## config.mk

```make
export PLATFORM = sky130hd
export DESIGN_NAME = shape_processor_ctrl_bank
export DESIGN_NICKNAME = d
export VERILOG_FILES = /design/src/rtl/shape_processor_ctrl_bank.sv
export SDC_FILE = /design/constraint.sdc
export NUM_CORES = 1
export LEC_CHECK = 0
export CELL_PAD_IN_SITES_DETAIL_PLACEMENT = 0
export CELL_PAD_IN_SITES_GLOBAL_PLACEMENT = 2
export CORE_ASPECT_RATIO = 1.4
export CORE_MARGIN = 5
export CORE_UTILIZATION = 27
export CTS_CLUSTER_DIAMETER = 60
export DETAILED_ROUTE_END_ITERATION = 8
export GPL_ROUTABILITY_DRIVEN = 0
export PLACE_DENSITY_LB_ADDON = 0.1
export RECOVER_POWER = 50
export SYNTH_ARGS = -nofsm -noshare
export SYNTH_HDL_FRONTEND = slang
export SYNTH_SLANG_ARGS = --single-unit
```

## constraint.sdc

```tcl
create_clock -name clk -period 3 [get_ports clk]
set_input_delay 0.6 -clock clk [delete_from_list [all_inputs] [get_ports clk]]
set_output_delay 0.6 -clock clk [all_outputs]
set_load 0.02 [all_outputs]
```

## src/rtl/shape_processor_ctrl_bank.sv

```systemverilog
// Bank of per-channel shape/operation CTRL registers with legality checks.
// Ports: clk, rst_n (sync, active-low), write/write_addr/write_data,
//   read/read_addr, read_data (combinational).
// Map: 0..N-1 CTRL[ch], N ERR_STATUS (W1C), N+1 REJECT_CNT.
// Optional macro SHAPE_PROCESSOR_REJECT_CNT_EN adds the 8-bit
//   saturating reject counter; otherwise address N+1 reads 0.
module shape_processor_ctrl_bank #(
  parameter int NUM_CHANNELS = 4,
  parameter int ADDR_W = $clog2(NUM_CHANNELS + 2)
) (
  input  logic              clk,
  input  logic              rst_n,
  input  logic              write,
  input  logic [ADDR_W-1:0] write_addr,
  input  logic [31:0]       write_data,
  input  logic              read,
  input  logic [ADDR_W-1:0] read_addr,
  output logic [31:0]       read_data
);

  localparam logic [ADDR_W-1:0] ERR_ADDR = ADDR_W'(NUM_CHANNELS);
  localparam logic [ADDR_W-1:0] CNT_ADDR = ADDR_W'(NUM_CHANNELS + 1);

  localparam logic [2:0] SH_CIRCLE = 3'd0;
  localparam logic [2:0] SH_RECT   = 3'd1;
  localparam logic [2:0] SH_TRI    = 3'd2;
  localparam logic [2:0] SH_KEEP   = 3'd7;

  localparam logic [2:0] OP_PERIM  = 3'd0;
  localparam logic [2:0] OP_AREA   = 3'd1;
  localparam logic [2:0] OP_SQUARE = 3'd2;
  localparam logic [2:0] OP_EQUI   = 3'd3;
  localparam logic [2:0] OP_ISO    = 3'd4;
  localparam logic [2:0] OP_KEEP   = 3'd7;

  logic [NUM_CHANNELS-1:0][2:0] shape_q, shape_d;
  logic [NUM_CHANNELS-1:0][2:0] op_q, op_d;
  logic [NUM_CHANNELS-1:0]      err_q, err_d;

  logic [2:0] cur_shape, cur_op;
  logic [2:0] new_shape, new_op;
  logic [2:0] eff_shape, eff_op;
  logic       wr_ctrl, wr_err;
  logic       rsvd, legal;
  logic       accept, reject;
  logic [31:0] cnt_rd;

  always_comb begin : decode
    wr_ctrl   = 1'b0;
    cur_shape = SH_CIRCLE;
    cur_op    = OP_AREA;
    for (int i = 0; i < NUM_CHANNELS; i++) begin
      if (write_addr == ADDR_W'(i)) begin
        wr_ctrl   = write;
        cur_shape = shape_q[i];
        cur_op    = op_q[i];
      end
    end
    wr_err    = write && (write_addr == ERR_ADDR);
    new_shape = write_data[2:0];
    new_op    = write_data[10:8];
    // KEEP fields inherit the stored value, so the stored pair
    // (always legal) makes KEEP/KEEP a legal no-op.
    eff_shape = (new_shape == SH_KEEP) ? cur_shape : new_shape;
    eff_op    = (new_op == OP_KEEP) ? cur_op : new_op;
    rsvd = (new_shape inside {[3'd3:3'd6]}) ||
           (new_op inside {3'd5, 3'd6});
    case (eff_op)
      OP_PERIM, OP_AREA: legal = 1'b1;
      OP_SQUARE:         legal = (eff_shape == SH_RECT);
      OP_EQUI, OP_ISO:   legal = (eff_shape == SH_TRI);
      default:           legal = 1'b0;
    endcase
    accept = wr_ctrl && !rsvd && legal;
    reject = wr_ctrl && !accept;
  end

  always_comb begin : next_state
    shape_d = shape_q;
    op_d    = op_q;
    err_d   = err_q;
    for (int i = 0; i < NUM_CHANNELS; i++) begin
      if (write_addr == ADDR_W'(i)) begin
        if (accept) begin
          shape_d[i] = eff_shape;
          op_d[i]    = eff_op;
        end
        if (reject) err_d[i] = 1'b1;
      end
    end
    if (wr_err) err_d = err_q & ~write_data[NUM_CHANNELS-1:0];
  end

  always_ff @(posedge clk) begin
    if (!rst_n) begin
      for (int i = 0; i < NUM_CHANNELS; i++) begin
        shape_q[i] <= SH_CIRCLE;
        op_q[i]    <= OP_AREA;
      end
      err_q <= '0;
    end else begin
      shape_q <= shape_d;
      op_q    <= op_d;
      err_q   <= err_d;
    end
  end

`ifdef SHAPE_PROCESSOR_REJECT_CNT_EN
  logic [7:0] cnt_q, cnt_d;

  always_comb begin : cnt_next
    cnt_d = cnt_q;
    if (wr_err && (write_data != '0)) cnt_d = '0;
    else if (reject && (cnt_q != 8'hFF)) cnt_d = cnt_q + 8'd1;
  end

  always_ff @(posedge clk) begin
    if (!rst_n) cnt_q <= '0;
    else        cnt_q <= cnt_d;
  end

  assign cnt_rd = {24'b0, cnt_q};
`else
  logic unused_wdata;
  assign unused_wdata = ^{write_data[31:11], write_data[7:3]};
  assign cnt_rd = '0;
`endif

  always_comb begin : read_mux
    read_data = '0;
    if (read) begin
      for (int i = 0; i < NUM_CHANNELS; i++) begin
        if (read_addr == ADDR_W'(i))
          read_data = {21'b0, op_q[i], 5'b0, shape_q[i]};
      end
      if (read_addr == ERR_ADDR) read_data = 32'(err_q);
      if (read_addr == CNT_ADDR) read_data = cnt_rd;
    end
  end

endmodule

```

==> impl_results.md <==
* NumNets Final at 314
* Critical path required time at 2.40 ns
* Share of post-route cells with drive strength above 1 at approximately a quarter
* Met1 track utilization from global routing at 15.2%
* Die Ht at ~110 µm
* Total standard cell area after synthesis at 2080 µm²
* Top Ports at 74
* Final-layout setup total negative slack at 0 ns
* Crit path capture type: output port
* Length of the first detailed-routing pass in iterations at 4
* Area growth, synth to finish at 27.8%
* Vias in the first global route at between 1,500 and 2,000
* Total global routing track utilization at 12.6%
* Number of max-slew violations in the final report at 0
* Number of warnings printed during yosys synthesis at 0
* PD cells at 307 nW/µm²
* Most repeated cell in the gate-level netlist after synthesis: nand2_1
* RSZ-0062 raised after global routing: false
* Clk pin slew, worst setup/hold paths at 0.10 ns
* IO Port Bufs at 23
* Layout filler cell count at 807
* Number of synthesized flops with an enable pin at 0
* Number of standard cells after synthesis at 216
* Sequential fraction of the synthesis area at 26.9%
* Number of buffers on the longest clock path at 2
* Crit path arrival time at between 2 and 2.5 ns
* Leakage power figure at between 0.9 and 1 nW
* Number of antenna violations at the first check in global routing at 0
* Post-detailed-route DRC marker count at 0
* Overall die width at 84.2 µm
* Busiest layer in global routing: met2
* Worst-skew pair later-pin latency at about 0.28 ns
* Total grt overflow at 0
* Mean cell area of the mapped netlist at about 9.6 µm²
* Total wire length after detailed routing at 5850 µm
* Count of vias placed by the detailed router at between 1,500 and 2,000
* Share of the cycle needed by the critical path after routing at a little over nine tenths
* Wire length of the first global-routing pass at between 9000 and 10,000 µm
* Largest net degree at the start of global routing at 37
* Total half-perimeter wirelength after legalization and detailed placement at ~4700 µm
* Multi-input combinational cell area at between 1000 and 1500 µm²
* Critical Path Fanout Max at 7
* Upper clock frequency limit at about 0.34 GHz
* Area share of the largest cell type after synthesis at roughly 27%
* Hold Path Class: reg2reg
* Worst IR drop on VDD at approximately 0.16 mV
* Period minus WS final at between 2 and 3 ns
* Placeable Area at 7650 µm²
* Number of DRC markers in iteration 0 at 50
* CTS Root Buffer Type: clkbuf_8
* Proportion of synthesized flip-flops having asynchronous set or reset at 0%
* Count of final setup violators at 0
* Most common flop cell mapped by yosys: dfxtp_1
* Die area at 9590 µm²
* Number of maximum-capacitance violations at 0
* CP startpoint kind: input pin
* Met3 usage at 1.52%
* Layout Utilization at 34.8%
* Number of different library cells in the post-synthesis netlist at 52
* Synth area leaders: dfxtp_1, mux2i_1, buf_4, mux4_2, nand2_1
* Library cell occupying the most area in the post-synthesis netlist: dfxtp_1
* WL/cell at 15.8 µm
* H-tree depth at 1
* Area taken by flip-flops and latches at 561 µm²
* Synth Register Bits at 28
* Met2 demand-to-capacity share in global routing at approximately 23%
* Outcome: finished, final reports clean
* Category of the critical setup timing path: in2out
* CTS Hold Buffers Added at 0
* Number of endpoints with negative hold slack in the final report at 0
* Drt via density at ~4.4
* Diode insertion count for antenna repair at 0
* Commonest cells in the netlist: nand2_1, mux2i_1, dfxtp_1
* Final antenna-violating net count at 0
* Final worst clock skew at around 0.0033 ns
* Clock sink total at 28
* TritonCTS Buffers at 3
* Site row count at 38
* CTS tree: built
* Starting density of the core at ~27%
[per-stage QoR]
stage | instance area (µm²) | worst slack, ns | std cells | hold WS, ns | total power [mW]
finish | 2660 | 0.0977 | 371 | 0.477 | 0.816
global route | 2660 | 0.0239 | 371 | 0.491 | 0.862
CTS | 2650 | 0.0297 | 371 | 0.481 | 0.833
detailed placement | 2580 | -0.464 | 367 | 0.461 | 0.573
global placement | 2580 | -0.481 | 367 | 0.455 | 0.574
floorplan | 2170 | 0.341 | 240 | 0.441 | 0.516
[cell usage in the layout, fill, tap and decap left out, types with 2 or more instances in the layout]
master           synthesis  routed
clkbuf_8                 2       4
a21boi_0                 4       4
dlygate4sd2_1            0       8
clkdlybuf4s50_1          0      15
a2111oi_4                2       2
nand2_1                 32      32
nor2_1                   4       3
conb_1                   1      25
mux4_2                   7       7
and3_1                   2       2
dfxtp_1                 28      28
a211oi_4                 1       2
nor2b_1                  6       6
and2b_2                  4       4
a21oi_1                  3       3
inv_1                    3       3
nand3b_1                 3       3
clkbuf_1                 2       2
o21ai_0                  4       4
buf_12                   0       3
a211oi_1                 3       3
buf_4                   26      32
nand3_1                  9       9
or2b_2                   2       2
mux2i_1                 29      29
and3b_1                  2       2
buf_6                    3       2
nand2b_1                 5       5
[power breakdown]
part | switching, mW | internal, mW | total (mW)
combinational | 0.109 | 0.0826 | 0.192
clock | 0.131 | 0.118 | 0.249
sequential | 0.00142 | 0.374 | 0.375
total | 0.242 | 0.574 | 0.816
[flip-flops by register name, summed over array words and instances, names as in the netlist]
name,count
err_q,4
shape_q,12
op_q,12
[per-layer routing]
layer  vias to the layer above  routed length (µm)
met5                         -                   0
met4                         0                  82
met3                         5                 219
met2                        42                3040
met1                       765                2510
li1                        834                   -
[worst max-delay path, cell delays in order]
cell,delay [ns]
clkdlybuf4s50_1,0.51
buf_12,0.15
mux4_2,0.54
nand2b_1,0.10
a21boi_0,0.08
dlygate4sd2_1,0.33
[area by class of cell]
| cell class | count | share of cell area, % |
|---|---|---|
| multi-input combinational | 173 | 50.9 |
| tap | 100 | 4.70 |
| inverter | 3 | 0.423 |
| timing repair buffer | 63 | 20.9 |
| clock buffer | 4 | 2.07 |
| sequential | 28 | 21.1 |
[logic make-up (layout without fill, tap and decap cells)]
group / Yosys count / in the layout / share of synthesized area (%)
AOI/OAI and AO/OA: 32 / 32 / 15.1
xor gates and xnor gates: 1 / 1 / 0.421
other: 1 / 25 / 0.180
and+or+nand+nor: 77 / 77 / 20.2
DFF: 28 / 28 / 26.9
buffers and inverters: 39 / 70 / 14.4
muxes: 38 / 38 / 22.8
[worst paths after layout]
| check | from | end | slack, ns | cells past startpoint |
|---|---|---|---|---|
| max | read_addr[0] | read_data[1] | 0.1 | 6 |
| min | shape_q[8] | shape_q[8] | 0.48 | 2 |
| max reg2reg | shape_q[11] | op_q[8] | 0.58 | 8 |
| min reg2reg | shape_q[8] | shape_q[8] | 0.48 | 2 |
[repair_timing]
item	4_1_cts	5_1_grt
setup buffers	0	0
hold endpoints to repair	0	0
endpoints found under the setup margin	31	11
gates resized for setup	13	4
(Power assumes the default switching activity.)
